$ cat src/rtl/shift_unit.sv
// Iterative shifter for the ALU B operand: LSL/LSR/ASR/ROR/RRX, one bit per clock.
// Produces the shifted value and shifter carry under a start/done handshake.
module shift_unit #(
  parameter int WIDTH = 32
) (
  input  logic             clk,
  input  logic             rst_n,
  input  logic             start,
  input  logic [WIDTH-1:0] data_in,
  input  logic [7:0]       shift_num,
  input  logic [2:0]       shift_op,
  input  logic             c_in,
  output logic             busy,
  output logic             done,
  output logic [WIDTH-1:0] shift_out,
  output logic             shift_cout
);

  typedef enum logic [1:0] {IDLE, SHIFT, DONE} state_t;
  typedef enum logic [2:0] {
    OP_LSL = 3'b000,
    OP_LSR = 3'b001,
    OP_ASR = 3'b010,
    OP_ROR = 3'b011,
    OP_RRX = 3'b100
  } op_t;

  state_t           state, state_nxt;
  logic [2:0]       op_q;
  logic [5:0]       cnt;
  logic [5:0]       load_cnt;
  logic             cin_q;
  logic             zero_fix;
  logic [WIDTH-1:0] step_out;
  logic             step_cout;

  always_comb begin
    load_cnt = '0;
    case (shift_op)
      OP_LSL, OP_LSR, OP_ASR: load_cnt = (shift_num > 8'd32) ? 6'd32 : shift_num[5:0];
      OP_ROR:                 load_cnt = {1'b0, shift_num[4:0]};
      OP_RRX:                 load_cnt = 6'd1;
      default:                load_cnt = '0;
    endcase
  end

  always_comb begin
    step_out  = shift_out;
    step_cout = shift_cout;
    case (op_q)
      OP_LSL: begin
        step_cout = shift_out[WIDTH-1];
        step_out  = {shift_out[WIDTH-2:0], 1'b0};
      end
      OP_LSR: begin
        step_cout = shift_out[0];
        step_out  = {1'b0, shift_out[WIDTH-1:1]};
      end
      OP_ASR: begin
        step_cout = shift_out[0];
        step_out  = {shift_out[WIDTH-1], shift_out[WIDTH-1:1]};
      end
      OP_ROR: begin
        step_cout = shift_out[0];
        step_out  = {shift_out[0], shift_out[WIDTH-1:1]};
      end
      OP_RRX: begin
        step_cout = shift_out[0];
        step_out  = {cin_q, shift_out[WIDTH-1:1]};
      end
      default: ;
    endcase
  end

  always_ff @(posedge clk) begin
    if (!rst_n) state <= IDLE;
    else        state <= state_nxt;
  end

  always_comb begin
    state_nxt = state;
    busy      = (state != IDLE);
    done      = (state == DONE);
    case (state)
      IDLE:    if (start) state_nxt = (load_cnt == 6'd0) ? DONE : SHIFT;
      SHIFT:   if (cnt == 6'd1) state_nxt = DONE;
      DONE:    state_nxt = IDLE;
      default: state_nxt = IDLE;
    endcase
  end

  // Zero-count cases resolve their fix-ups at accept time; LSL/LSR beyond 32
  // run the full 32 steps and clear the result on the final step.
  always_ff @(posedge clk) begin
    if (!rst_n) begin
      shift_out  <= '0;
      shift_cout <= 1'b0;
      op_q       <= '0;
      cnt        <= '0;
      cin_q      <= 1'b0;
      zero_fix   <= 1'b0;
    end else begin
      case (state)
        IDLE: if (start) begin
          shift_out  <= data_in;
          shift_cout <= (shift_op == OP_ROR && shift_num != 8'd0 && shift_num[4:0] == 5'd0)
                        ? data_in[WIDTH-1] : c_in;
          op_q       <= shift_op;
          cnt        <= load_cnt;
          cin_q      <= c_in;
          zero_fix   <= (shift_op == OP_LSL || shift_op == OP_LSR) && (shift_num > 8'd32);
        end
        SHIFT: begin
          cnt <= cnt - 6'd1;
          if (cnt == 6'd1 && zero_fix) begin
            shift_out  <= '0;
            shift_cout <= 1'b0;
          end else begin
            shift_out  <= step_out;
            shift_cout <= step_cout;
          end
        end
        default: ;
      endcase
    end
  end

endmodule
$ cat config.mk
export PLATFORM = sky130hd
export DESIGN_NAME = shift_unit
export DESIGN_NICKNAME = d
export VERILOG_FILES = /design/src/rtl/shift_unit.sv
export SDC_FILE = /design/constraint.sdc
export NUM_CORES = 1
export LEC_CHECK = 0
export BUFFER_PORTS_ARGS = -buffer_cell sky130_fd_sc_hd__buf_2
export CAP_MARGIN = 15
export CELL_PAD_IN_SITES_DETAIL_PLACEMENT = 1
export CELL_PAD_IN_SITES_GLOBAL_PLACEMENT = 2
export CORE_ASPECT_RATIO = 0.9
export CORE_MARGIN = 1
export CORE_UTILIZATION = 29
export CTS_CLUSTER_SIZE = 40
export DETAILED_ROUTE_END_ITERATION = 10
export MAX_ROUTING_LAYER = met4
export PLACE_DENSITY = 0.87
export SYNTH_ARGS = -nofsm -noshare
export SYNTH_HDL_FRONTEND = slang
export SYNTH_SLANG_ARGS = --single-unit
$ cat constraint.sdc
create_clock -name clk -period 2.45 [get_ports clk]
set_clock_uncertainty 0.05 [all_clocks]
set_input_delay 0.6125 -clock clk [delete_from_list [all_inputs] [get_ports clk]]
set_output_delay 0.6125 -clock clk [all_outputs]
set_load 0.01 [all_outputs]
=== After elaboration in Yosys (flattened, before gate mapping) ===
Index checks and enable logic that the tools add are counted.

* Add/sub/neg operators: 1
* Multiply operators: 0
* Divide/modulo/power cells: 0
* Magnitude comparators: 1
* Eq/ne operators: 17
* Shifts and indexed selects: 0
* Mux-type cells: 17
* Bitwise gates (word level): 0
* Reductions and logical operators: 21

{| class="wikitable"
|+ Operators by type and width
! kind !! number
|-
| one-hot mux 32 bit (5 select lines) || 1
|-
| 2-to-1 mux 32 bit || 2
|-
| one-hot mux 32 bit (2 select lines) || 1
|-
| one-hot mux 6 bit (3 select lines) || 1
|-
| == test 3 x 2 -> 1 bit, second input constant || 4
|-
| 2-to-1 mux 6 bit || 2
|-
| one-hot mux 6 bit (2 select lines) || 1
|-
| greater-than comparator 8 x 6 -> 1 bit, second input constant || 1
|-
| nonzero test 8 bit || 1
|-
| != test 7 x 2 -> 1 bit, second input constant || 1
|-
| == test 3 x 1 -> 1 bit, second input constant || 2
|-
| == test 3 bit, second input constant || 2
|-
| == test 6 x 1 -> 1 bit, second input constant || 1
|-
| zero test 3 bit || 2
|-
| zero test 6 bit || 1
|-
| 2-to-1 mux 2 bit || 3
|-
| != test 6 x 2 -> 1 bit, second input constant || 1
|-
| AND reduction 2 bit || 3
|-
| AND reduction 3 bit || 2
|-
| subtractor 6 x 1 -> 6 bit, second input constant || 1
|-
| zero test 5 bit || 1
|-
| logical AND 1 bit || 4
|-
| != test 2 bit, second input constant || 2
|-
| != test 4 x 3 -> 1 bit, second input constant || 1
|-
| other kinds (12) || 16
|}

* Flip-flop bits (word level): 46
* Latch bits: 0
* Bits in writable memories: 0
* Memory bits (read-only): 0
* Output and inout bits: 35
* Memories kept: 0

=== Logic depth before layout (Yosys ltp) ===
* Depth after elaboration: 7
* Mapped depth: 8
* Depth with buffers taken out: 6

=== Worst setup path before layout ===
OpenSTA, ideal clock, no wires.

* Kind: input port to flip-flop
* From: in shift_num[1]
* To: reg shift_cout
* Arrival: 1.779 ns
* Path slack: 0.503 ns
* Cell stages on the path: 4
* Buffers on the path: 0
* Path through: or4_4 -> nor4_2 -> mux2i_1 -> o221a_1

* Cells in the longest elaborated chain, start to end: 6
* Elaborated cells on any way between the ends: 7
* Classes of those cells: mux: 3; reduce/logical: 4

{| class="wikitable"
|+ RTL lines
! what !! line !! source
|-
| from (decl) || 10 || <nowiki>input logic [7:0] shift_num,</nowiki>
|-
| nonzero test 8 bit || 106 || <nowiki>shift_cout <= (shift_op == OP_ROR && shift_num != 8'd0 && shift_num[4:0] == 5'd0)</nowiki>
|-
| logical AND 1 bit || 106 ||
|-
| logical AND 1 bit (*) || 106 ||
|-
| 2-to-1 mux 1 bit (*) || 107 || <nowiki>? data_in[WIDTH-1] : c_in;</nowiki>
|-
| 2-to-1 mux 1 bit (*) || 104 || <nowiki>IDLE: if (start) begin</nowiki>
|-
| one-hot mux 1 bit (2 select lines) (*) || 103 || <nowiki>case (state)</nowiki>
|-
| to (signal assigned) || 106 ||
|-
| to (signal assigned) || 120 || <nowiki>shift_cout <= step_cout;</nowiki>
|-
| to (decl) || 16 || <nowiki>output logic shift_cout</nowiki>
|}

Mark *: on every way between the ends. The rest lies on a longest branch, timed or not. The select of a mux whose other input is x is not followed.
A chain may end at the register's enable or synchronous reset.

=== Final worst setup path ===
* From: reg state[0]
* To: reg shift_out[21]

* Cells in the longest elaborated chain, start to end: 3
* Elaborated cells on any way between the ends: 7
* Classes of those cells: eq/ne: 3; mux: 1; reduce/logical: 3

{| class="wikitable"
|+ RTL lines
! what !! line !! source
|-
| from (decl) || 28 || <nowiki>state_t state, state_nxt;</nowiki>
|-
| from (signal assigned) || 77 || <nowiki>else state <= state_nxt;</nowiki>
|-
| == test 2 x 1 -> 1 bit / zero test 2 bit (equally long branches) || 103 ||
|-
| != test 7 x 2 -> 1 bit (no source line), or another cell as far along || n/a ||
|-
| AND reduction 3 bit (no source line) || n/a ||
|-
| to (signal assigned) || 105 || <nowiki>shift_out <= data_in;</nowiki>
|-
| to (signal assigned) || 119 || <nowiki>shift_out <= step_out;</nowiki>
|-
| to (decl) || 15 || <nowiki>output logic [WIDTH-1:0] shift_out,</nowiki>
|}

Parallel ways exist; a longest one is shown, timed or not.

==> flow_metrics.tcl <==
set metrics [dict create \
    status "finished clean" \
    overflow 0 \
    final_nets 498 \
    r2r-start "state[0]" \
    drt-wirelength-per-cell_um 16.9 \
    synth_edf_count 0 \
    grt_first_pass_wirelength_mm 16.2 \
    die_w_um 107 \
    end_kind "flip-flop" \
    path_class "reg -> reg" \
    ir_worst_vdd_mv 0.208 \
    avgSynthCellArea_sq_um 7.51 \
    setup_tns_ns 0 \
    antenna_cells 0 \
    final_core_util 0.364 \
    yosys-top-cells-area "dfxtp_1, a21oi_1, o221a_1" \
    gp_congestion 0.797 \
    yosys-top-cells-count "a21oi_1, nand2_1, dfxtp_1" \
    fillers 1211 \
    crit_slowest_cell "dfxtp_1" \
    core_sq_um 9660 \
    drt-initial-drc-count 137 \
    p_leak_nw 1.39 \
    p_per_area_nw_per_um2 623 \
    slew_viol_final 0 \
    path_max_fanout 31 \
    grtUsageTotal 0.201 \
    dp_hpwl_mm 7.00 \
    grt_max_degree 36 \
    cts_hold_buf 0 \
    crit_chain "nor2b_1 -> o211ai_2 -> and2_1 -> buf_12 -> o221a_1" \
    routed_wl_mm 9.76 \
    worstHoldEndpoint "cin_q" \
    synth_ff_type "dfxtp_1" \
    critical_path_required_ns 2.59 \
    synth_cell_types 51 \
    r2r_slack_ns 0.53 \
    cts_tree "done" \
    clock-sinks 46 \
    rows 34 \
    relSlewSlack 0.647 \
    initial_core_util 0.299 \
    cp_data_arrival_time_ns 2.07 \
    ios 82 \
    drv_cap 0 \
    clockBufferDepth 2 \
    drive_gt1_frac 0.253 \
    fin_crit_sh 0.784 \
    synth_top_area_frac 0.318 \
    dieArea_sq_um 10400 \
    cts_buffers 5 \
    antenna_left 0 \
    drc 0 \
    tightest_slew_ns 0.527 \
    finalHoldViolCount 0 \
    post_cts_buffers 0 \
    vias 3197 \
    min_from "cin_q" \
    firstDrtPassIters 4 \
    async_reset_ff_frac 0 \
    crit_path_start_kind "flip-flop" \
    htreeDepth 2 \
    cts-root-buf "clkbuf_8" \
    areaGrowthSynthToFinish_pct 21.7 \
    fin_crit_ns 1.92 \
    clk_latency_ns 0.31 \
    r2r-end "shift_out[21]" \
    ctsResizeCount 0 \
    yosysMostFrequentCell "a21oi_1" \
    holdCritPathClass "reg -> reg" \
    setup_violations 0 \
    yosysSeqAreaShare 0.318 \
    rsz0062_at_grt "no" \
    viasPerCell 5.55 \
    yosys_warnings 0 \
    clk_pin_slew_worst_paths_ns 0.09 \
    reg2reg_depth 5 \
    netlist_instances 385 \
    holdPathStages 2 \
    portBuffers 81 \
    antenna_found_initial 0 \
    grt_pass1_vias 3148 \
    synth-seq-cells 46 \
    syn_nets 434 \
    yosysTopAreaCell "dfxtp_1" \
    max_stage_delay_ns 0.49 \
    fmax_mhz 521 \
    syn_area_sq_um 2890 \
    die_h_um 96.7 \
]
[placed cells by master (no fill, tap or decap), drive strengths merged, types with 3 or more instances in the layout]
| master | n |
|---|---|
| nor2b | 3 |
| dfxtp | 46 |
| or3 | 4 |
| nor4 | 3 |
| a21oi | 74 |
| nor2 | 9 |
| o221a | 31 |
| buf | 97 |
| o211ai | 5 |
| inv | 5 |
| clkbuf | 5 |
| nand2 | 47 |
| nand4 | 5 |
| o21ai | 39 |
| nor3 | 5 |
| nand3 | 32 |
[final cells by class]
class / count / area, sq um / area share
multi-input combinational: 294 / 1780 / 0.506
sequential: 46 / 921 / 0.262
timing repair buffer: 97 / 551 / 0.156
clock inverter: 3 / 21.3 / 0.00605
clock buffer: 5 / 68.8 / 0.0196
inverter: 5 / 18.8 / 0.00533
tap: 126 / 158 / 0.0448
[worst max-delay path: cells and delay by family (launching register included)]
| family | cells | cell delay [ns] |
|---|---|---|
| simple gates | 2 | 0.65 |
| flops | 1 | 0.49 |
| compound gates | 2 | 0.42 |
| buf+inv | 1 | 0.18 |
[worst max-delay path by stage]
| stage | start | to | slack (ns) | cells after the start |
|---|---|---|---|---|
| floorplan | shift_num[1] | shift_cout | 0.50 | 4 |
| global placement | shift_num[1] | shift_cout | 0.36 | 5 |
| detailed placement | shift_num[1] | shift_cout | 0.33 | 5 |
| CTS | state[0] | shift_out[21] | 0.51 | 5 |
| global route | op_q[0] | shift_out[1] | 0.32 | 5 |
| finish | state[0] | shift_out[21] | 0.53 | 5 |
[registers in the layout (all words and copies together) (netlist names)]
| signal | cells |
|---|---|
| op_q | 3 |
| zero_fix | 1 |
| cnt | 6 |
| cin_q | 1 |
| state | 2 |
| shift_cout | 1 |
| shift_out | 32 |
[kinds of logic after synthesis]
logic type,count (synthesis),share of synthesized area
AOI/OAI and AO/OA,169,0.387
and+or+nand+nor,120,0.204
DFF,46,0.318
buffers and inverters,45,0.0714
muxes,3,0.0108
adders and majority gates,2,0.00865
[where the power goes]
part / internal [mW] / leakage (nW) / total, mW / switching (mW)
clock: 0.201 / 0.0441 / 0.481 / 0.280
sequential: 0.842 / 0.381 / 0.960 / 0.118
combinational: 0.312 / 0.967 / 0.750 / 0.438
total: 1.35 / 1.39 / 2.19 / 0.836
[through the flow]
stage	std cells	setup WS (ns)	total power [mW]	instance area, sq um	hold WS, ns
5_1_grt	576	0.325	2.33	3520	0.443
3_5_place_dp	568	0.329	1.73	3430	0.404
2_1_floorplan	385	0.503	1.43	2890	0.382
6_report	576	0.529	2.19	3520	0.417
3_3_place_gp	568	0.356	1.71	3430	0.394
4_1_cts	576	0.513	2.21	3520	0.421
[metal layers]
| metal | GRT usage | vias to the layer above | routed length (um) |
|---|---|---|---|
| met2 | 0.303 | 71 | 4510 |
| met4 | 0.0485 | 0 | 104 |
| met1 | 0.281 | 1547 | 4760 |
| met5 | - | - | 0 |
| li1 | - | 1571 | - |
| met3 | 0.0296 | 8 | 384 |
Note: power is estimated with default switching activity, not from simulation.
